[src/rtl/scan_colunas_pkg.sv]
// Shared definitions for the column-scan display driver: FSM encoding,
// row width and the default matrix geometry.
package scan_colunas_pkg;
    typedef enum logic {IDLE = 1'b0, SCAN = 1'b1} estado_t;

    localparam int LARG_LINHA   = 7;
    localparam int N_COL_PADRAO = 5;
    localparam int DIV_PADRAO   = 4;
endpackage

[src/rtl/scan_colunas_if.sv]
// Frame load / column drive bus between the frame source (master) and
// the scanner (slave).
interface scan_colunas_if
    import scan_colunas_pkg::*;
#(
    parameter int N_COL = N_COL_PADRAO
);
    logic                        en;
    logic [LARG_LINHA*N_COL-1:0] dados_in;
    logic                        carregar;
    logic [N_COL-1:0]            colunas;
    logic [LARG_LINHA-1:0]       linhas;
    logic                        sinal;
    logic                        fim_quadro;

    modport master (output en, dados_in, carregar,
                    input  colunas, linhas, sinal, fim_quadro);
    modport slave  (input  en, dados_in, carregar,
                    output colunas, linhas, sinal, fim_quadro);
endinterface

[src/rtl/scan_colunas_contador.sv]
// Prescaler plus column index; both sit at zero whenever en is low so a
// restarted scan always begins at column 0, prescaler 0.
module contador_varredura
    import scan_colunas_pkg::*;
#(
    parameter int N_COL = N_COL_PADRAO,
    parameter int DIV   = DIV_PADRAO,
    localparam int CW   = (N_COL > 1) ? $clog2(N_COL) : 1,
    localparam int PW   = (DIV > 1) ? $clog2(DIV) : 1
) (
    input  logic          clk,
    input  logic          rst,
    input  logic          en,
    output logic [CW-1:0] coluna,
    output logic          passo,
    output logic          ultimo
);
    logic [PW-1:0] presc_q, presc_d;
    logic [CW-1:0] coluna_q, coluna_d;

    // passo marks the last prescaler count of a column; ultimo the last column
    assign passo  = (presc_q == PW'(DIV - 1));
    assign ultimo = (coluna_q == CW'(N_COL - 1));
    assign coluna = coluna_q;

    always_comb begin
        presc_d  = presc_q;
        coluna_d = coluna_q;
        if (!en) begin
            presc_d  = '0;
            coluna_d = '0;
        end else if (passo) begin
            presc_d  = '0;
            coluna_d = ultimo ? '0 : coluna_q + 1'b1;
        end else begin
            presc_d  = presc_q + 1'b1;
        end
    end

    always_ff @(posedge clk) begin
        if (rst) begin
            presc_q  <= '0;
            coluna_q <= '0;
        end else begin
            presc_q  <= presc_d;
            coluna_q <= coluna_d;
        end
    end
endmodule

[src/rtl/scan_colunas.sv]
// Multiplexed LED-matrix column scanner with double-buffered frame so a new
// frame is only shown from column 0 of a fresh scan.
module scan_colunas
    import scan_colunas_pkg::*;
#(
    parameter int N_COL = N_COL_PADRAO,
    parameter int DIV   = DIV_PADRAO,
    localparam int CW   = (N_COL > 1) ? $clog2(N_COL) : 1
) (
    input logic           clk,
    input logic           rst,
    scan_colunas_if.slave bus
);
    typedef logic [N_COL-1:0][LARG_LINHA-1:0] quadro_t;

    estado_t       estado_q;
    logic [CW-1:0] coluna;
    logic          passo, ultimo, varrendo, fim;
    quadro_t       sombra_q, sombra_d, quadro_q, quadro_d;
    logic          pendente_q, pendente_d;

    always_ff @(posedge clk) begin
        if (rst) estado_q <= IDLE;
        else     estado_q <= bus.en ? SCAN : IDLE;
    end

    assign varrendo = (estado_q == SCAN);
    assign fim      = varrendo && passo && ultimo;

    contador_varredura #(.N_COL(N_COL), .DIV(DIV)) u_cont (
        .clk    (clk),
        .rst    (rst),
        .en     (varrendo && bus.en),
        .coluna (coluna),
        .passo  (passo),
        .ultimo (ultimo)
    );

    // Shadow swaps in at frame end or while idle; a load landing on the
    // frame-end cycle bypasses the shadow and leaves nothing pending.
    always_comb begin
        sombra_d   = sombra_q;
        quadro_d   = quadro_q;
        pendente_d = pendente_q;
        if ((fim || !varrendo) && pendente_q) begin
            quadro_d   = sombra_q;
            pendente_d = 1'b0;
        end
        if (bus.carregar) begin
            sombra_d   = bus.dados_in;
            pendente_d = 1'b1;
        end
        if (fim && bus.carregar) begin
            quadro_d   = bus.dados_in;
            pendente_d = 1'b0;
        end
    end

    always_ff @(posedge clk) begin
        if (rst) begin
            sombra_q   <= '0;
            quadro_q   <= '0;
            pendente_q <= 1'b0;
        end else begin
            sombra_q   <= sombra_d;
            quadro_q   <= quadro_d;
            pendente_q <= pendente_d;
        end
    end

    always_comb begin
        bus.colunas = '1;
        if (varrendo) bus.colunas[coluna] = 1'b0;
    end

    assign bus.linhas     = varrendo ? quadro_q[coluna] : '0;
    assign bus.sinal      = !(varrendo && ultimo);
    assign bus.fim_quadro = fim;
endmodule

[src/flat_wrapper.sv]
// flat-port wrapper written by rule: the top's interface ports become plain ports
module scan_colunas_flat import scan_colunas_pkg::*;
#(
    parameter int N_COL = N_COL_PADRAO,
    parameter int DIV   = DIV_PADRAO,
    localparam int CW   = (N_COL > 1) ? $clog2(N_COL) : 1
)
  (clk, rst, bus_en, bus_dados_in, bus_carregar, bus_colunas, bus_linhas, bus_sinal, bus_fim_quadro);
  scan_colunas_if #(.N_COL(N_COL)) bus_i ();
  input logic clk;
  input logic rst;
  input wire logic [$bits(bus_i.en)-1:0] bus_en;
  input wire logic [$bits(bus_i.dados_in)-1:0] bus_dados_in;
  input wire logic [$bits(bus_i.carregar)-1:0] bus_carregar;
  output wire logic [$bits(bus_i.colunas)-1:0] bus_colunas;
  output wire logic [$bits(bus_i.linhas)-1:0] bus_linhas;
  output wire logic [$bits(bus_i.sinal)-1:0] bus_sinal;
  output wire logic [$bits(bus_i.fim_quadro)-1:0] bus_fim_quadro;
  assign bus_i.en = bus_en;
  assign bus_i.dados_in = bus_dados_in;
  assign bus_i.carregar = bus_carregar;
  assign bus_colunas = bus_i.colunas;
  assign bus_linhas = bus_i.linhas;
  assign bus_sinal = bus_i.sinal;
  assign bus_fim_quadro = bus_i.fim_quadro;
  scan_colunas #(.N_COL(N_COL), .DIV(DIV)) u_core (.clk(clk), .rst(rst), .bus(bus_i));
endmodule
[config.mk]
export PLATFORM = sky130hd
export DESIGN_NAME = scan_colunas_flat
export DESIGN_NICKNAME = d
export VERILOG_FILES = /design/src/rtl/scan_colunas_pkg.sv /design/src/rtl/scan_colunas_if.sv /design/src/rtl/scan_colunas_contador.sv /design/src/rtl/scan_colunas.sv /design/src/flat_wrapper.sv
export SDC_FILE = /design/constraint.sdc
export NUM_CORES = 1
export LEC_CHECK = 0
export CAP_MARGIN = 20
export CORE_ASPECT_RATIO = 1.25
export CORE_MARGIN = 1.5
export CORE_UTILIZATION = 50
export DETAILED_ROUTE_END_ITERATION = 8
export HOLD_SLACK_MARGIN = 0.06
export MAX_ROUTING_LAYER = met4
export PLACE_DENSITY = 0.73
export SETUP_SLACK_MARGIN = 0.5
export SLEW_MARGIN = 25
export SYNTH_ARGS = -nofsm -noshare
export SYNTH_HDL_FRONTEND = slang
export SYNTH_HIERARCHICAL = 1
export SYNTH_SLANG_ARGS = --single-unit
[constraint.sdc]
create_clock -name clk -period 3.9 [get_ports clk]
set_clock_uncertainty 0.2 [all_clocks]
set_input_delay 0.975 -clock clk [delete_from_list [all_inputs] [get_ports clk]]
set_output_delay 0.975 -clock clk [all_outputs]
set_load 0.01 [all_outputs]
==> metrics.txt <==
outcome=finished, final reports clean; multi-input logic area=0.00187 mm^2; Final Hold Viols=0; CTS tree=done; CP Max Fanout=14; I/O Pins=53; CP Class=flop to output port; Post-synth EDFFs=0; Die Ht=98.1 um; cell with the most instances after synthesis=dfxtp_1; max-cap violation count=0; vias in the first global route=2889; detailed placement HPWL=5680 um; Synth top area share=0.426; drt total wl=8550 um; leading area contributor after synthesis=dfxtp_1; die width=79.1 um; clock-pin slew on the worst setup and hold paths=80 ps; critical path capture point type=output port; clk_lat worst skew=350 ps; Setup crit start kind=flop; PnR worst setup slack=630 ps; # port buffers=52; starting density of the core=0.518; Via-to-Cell Ratio=5.70; Worst Path Arrival=2100 ps; Final ANT Viol Nets=0; Syn. warnings=6; Vias=2914; RSZ-0062 raised after global routing=no; static leakage=1.60 nW; slew margin rel.=0.482; HP Class=flop to flop; WHS Path Cells=1; aggregate global routing overflow=0; H-tree Lvls=3; clk sinks=77; FFs w/ async S/R, synth=0; sequential share of the synthesized area=0.426; Row Count=34; Fill cells=624; average cell area after synthesis=9.44 um^2; ant diodes=0; first-pass GRT wire length=14400 um; Final TNS setup=0 ps; fin. max-slew vios=0; Slew @ Worst Pin=777 ps; die area=0.00776 mm^2; Post-route DRC=0; fmax=0.306 GHz; Reg area=0.00155 mm^2; GRT Overall Usage=0.248; Nets=459; First DRT Iteration DRCs=194; Tcrit/Tclk final=0.839; CP Data Required Time=2720 ps; main flop type after synthesis=dfxtp_1; pre-CTS setup slack=689 ps; PwrDens=392 mW/mm^2; Worst VDD drop=246 uV; Post-Syn Instances=383; top cells by area, synth=dfxtp_1 (43%), mux2i_1 (9.7%), a311oi_2 (8.7%); Worst R2R Path Depth=7; setup bufs post-CTS=0; P&R area growth vs syn=19.6%; CTS Root Cell=clkbuf_8; Cell Area, Synth=0.00362 mm^2; pin count of the biggest net entering global routing=50; minimum clock period=3270 ps; antenna violations before repair=0; layout cells sized above 1=0.135; total CTS buffers=9; GPL Wtd Cong=0.871; wire per inst=16.7 um; synthesized netlist net count=425; Seq cells post-synth=77; clk buf depth=2; synth cell count leaders=dfxtp_1 (77), nor2_1 (51), nand2_1 (47); DRT Pass-1 Iters=4; Final Setup Violations=0; Distinct cells, synth=33; core region area=0.00698 mm^2
==> cells by family (layout without fill, tap and decap cells) <==
| family | after synthesis | in the layout | share of synthesized area |
|---|---|---|---|
| AOI/OAI and AO/OA | 87 | 87 | 0.206 |
| adders and majority gates | 3 | 3 | 0.0104 |
| muxes | 42 | 42 | 0.137 |
| buffers and inverters | 40 | 78 | 0.0571 |
| DFF | 77 | 77 | 0.426 |
| and+or+nand+nor | 134 | 134 | 0.163 |
==> critical path, cell delays in order (launching register included) <==
cell	delay, ps
dfxtp_4	420
inv_1	100
ha_1	170
nand2_1	90
inv_1	180
and3_1	230
clkdlybuf4s50_1	550
==> per-layer routing <==
layer | routed length (um) | GRT usage
met4 | 174 | 0.0891
met1 | 3680 | 0.314
met5 | 0 | -
met3 | 412 | 0.0486
met2 | 4280 | 0.394
==> report_power, final <==
group / total (mW) / leakage (nW) / internal, mW / switching [mW]
Clock: 0.637 / 0.108 / 0.345 / 0.292
Sequential: 0.860 / 0.634 / 0.829 / 0.0313
Combinational: 0.198 / 0.862 / 0.100 / 0.0976
==> registers in the layout, indices dropped and copies added (netlist names) <==
name,count
u_core/estado_q,1
u_core/pendente_q,1
u_core/quadro_q,35
u_core/sombra_q,35
u_core/u_cont/coluna,3
u_core/u_cont/presc_q,2
==> cell type report <==
| type | count | area share |
|---|---|---|
| multi-input cells | 266 | 0.432 |
| clock buffers | 12 | 0.0382 |
| clock inverters | 3 | 0.0101 |
| inverters | 5 | 0.00434 |
| repair buffers | 58 | 0.131 |
| well taps | 90 | 0.0260 |
| flip-flops and latches | 77 | 0.358 |
==> stage by stage <==
step | area, um^2 | power (mW) | utilization | cells | hold WS, ps
floorplan | 3620 | 1.00 | - | 383 | 203
global placement | 4110 | 1.07 | 0.589 | 496 | 212
detailed placement | 4110 | 1.08 | 0.589 | 496 | 226
CTS | 4320 | 1.71 | 0.619 | 511 | 236
global route | 4330 | 1.77 | 0.620 | 511 | 253
finish | 4330 | 1.70 | 0.620 | 511 | 243
==> final timing paths <==
kind,start,to,slack (ps)
max,u_core/u_cont/coluna[0],bus_fim_quadro,630
max reg2reg,u_core/u_cont/coluna[0],u_core/quadro_q[13],1260
min,u_core/u_cont/presc_q[0],u_core/u_cont/presc_q[0],240
min reg2reg,u_core/u_cont/presc_q[0],u_core/u_cont/presc_q[0],240
==> cells in the final DEF (no fill, tap or decap), types with 2 or more instances in the layout <==
| master | n |
|---|---|
| mux4_2 | 6 |
| clkbuf_8 | 12 |
| a311oi_2 | 21 |
| ha_1 | 3 |
| a22o_1 | 9 |
| buf_2 | 2 |
| clkdlybuf4s50_1 | 50 |
| a21oi_1 | 25 |
| and2_1 | 2 |
| nor2b_1 | 5 |
| nand3_1 | 18 |
| o21ai_0 | 14 |
| buf_4 | 5 |
| dfxtp_2 | 2 |
| nand2_1 | 47 |
| a311oi_1 | 14 |
| nor2_1 | 51 |
| mux2i_1 | 35 |
| nand2b_1 | 2 |
| inv_1 | 5 |
| dfxtp_1 | 74 |
| nor3_1 | 2 |
==> what timing repair did <==
action / 4_1_cts / 5_1_grt
hold buffers: 0 / 0
setup endpoints to repair: 9 / 7
gates cloned: 0 / 0
pin swaps: 0 / 0
resized for setup: 2 / 2
Note: power is estimated with default switching activity, not from simulation.
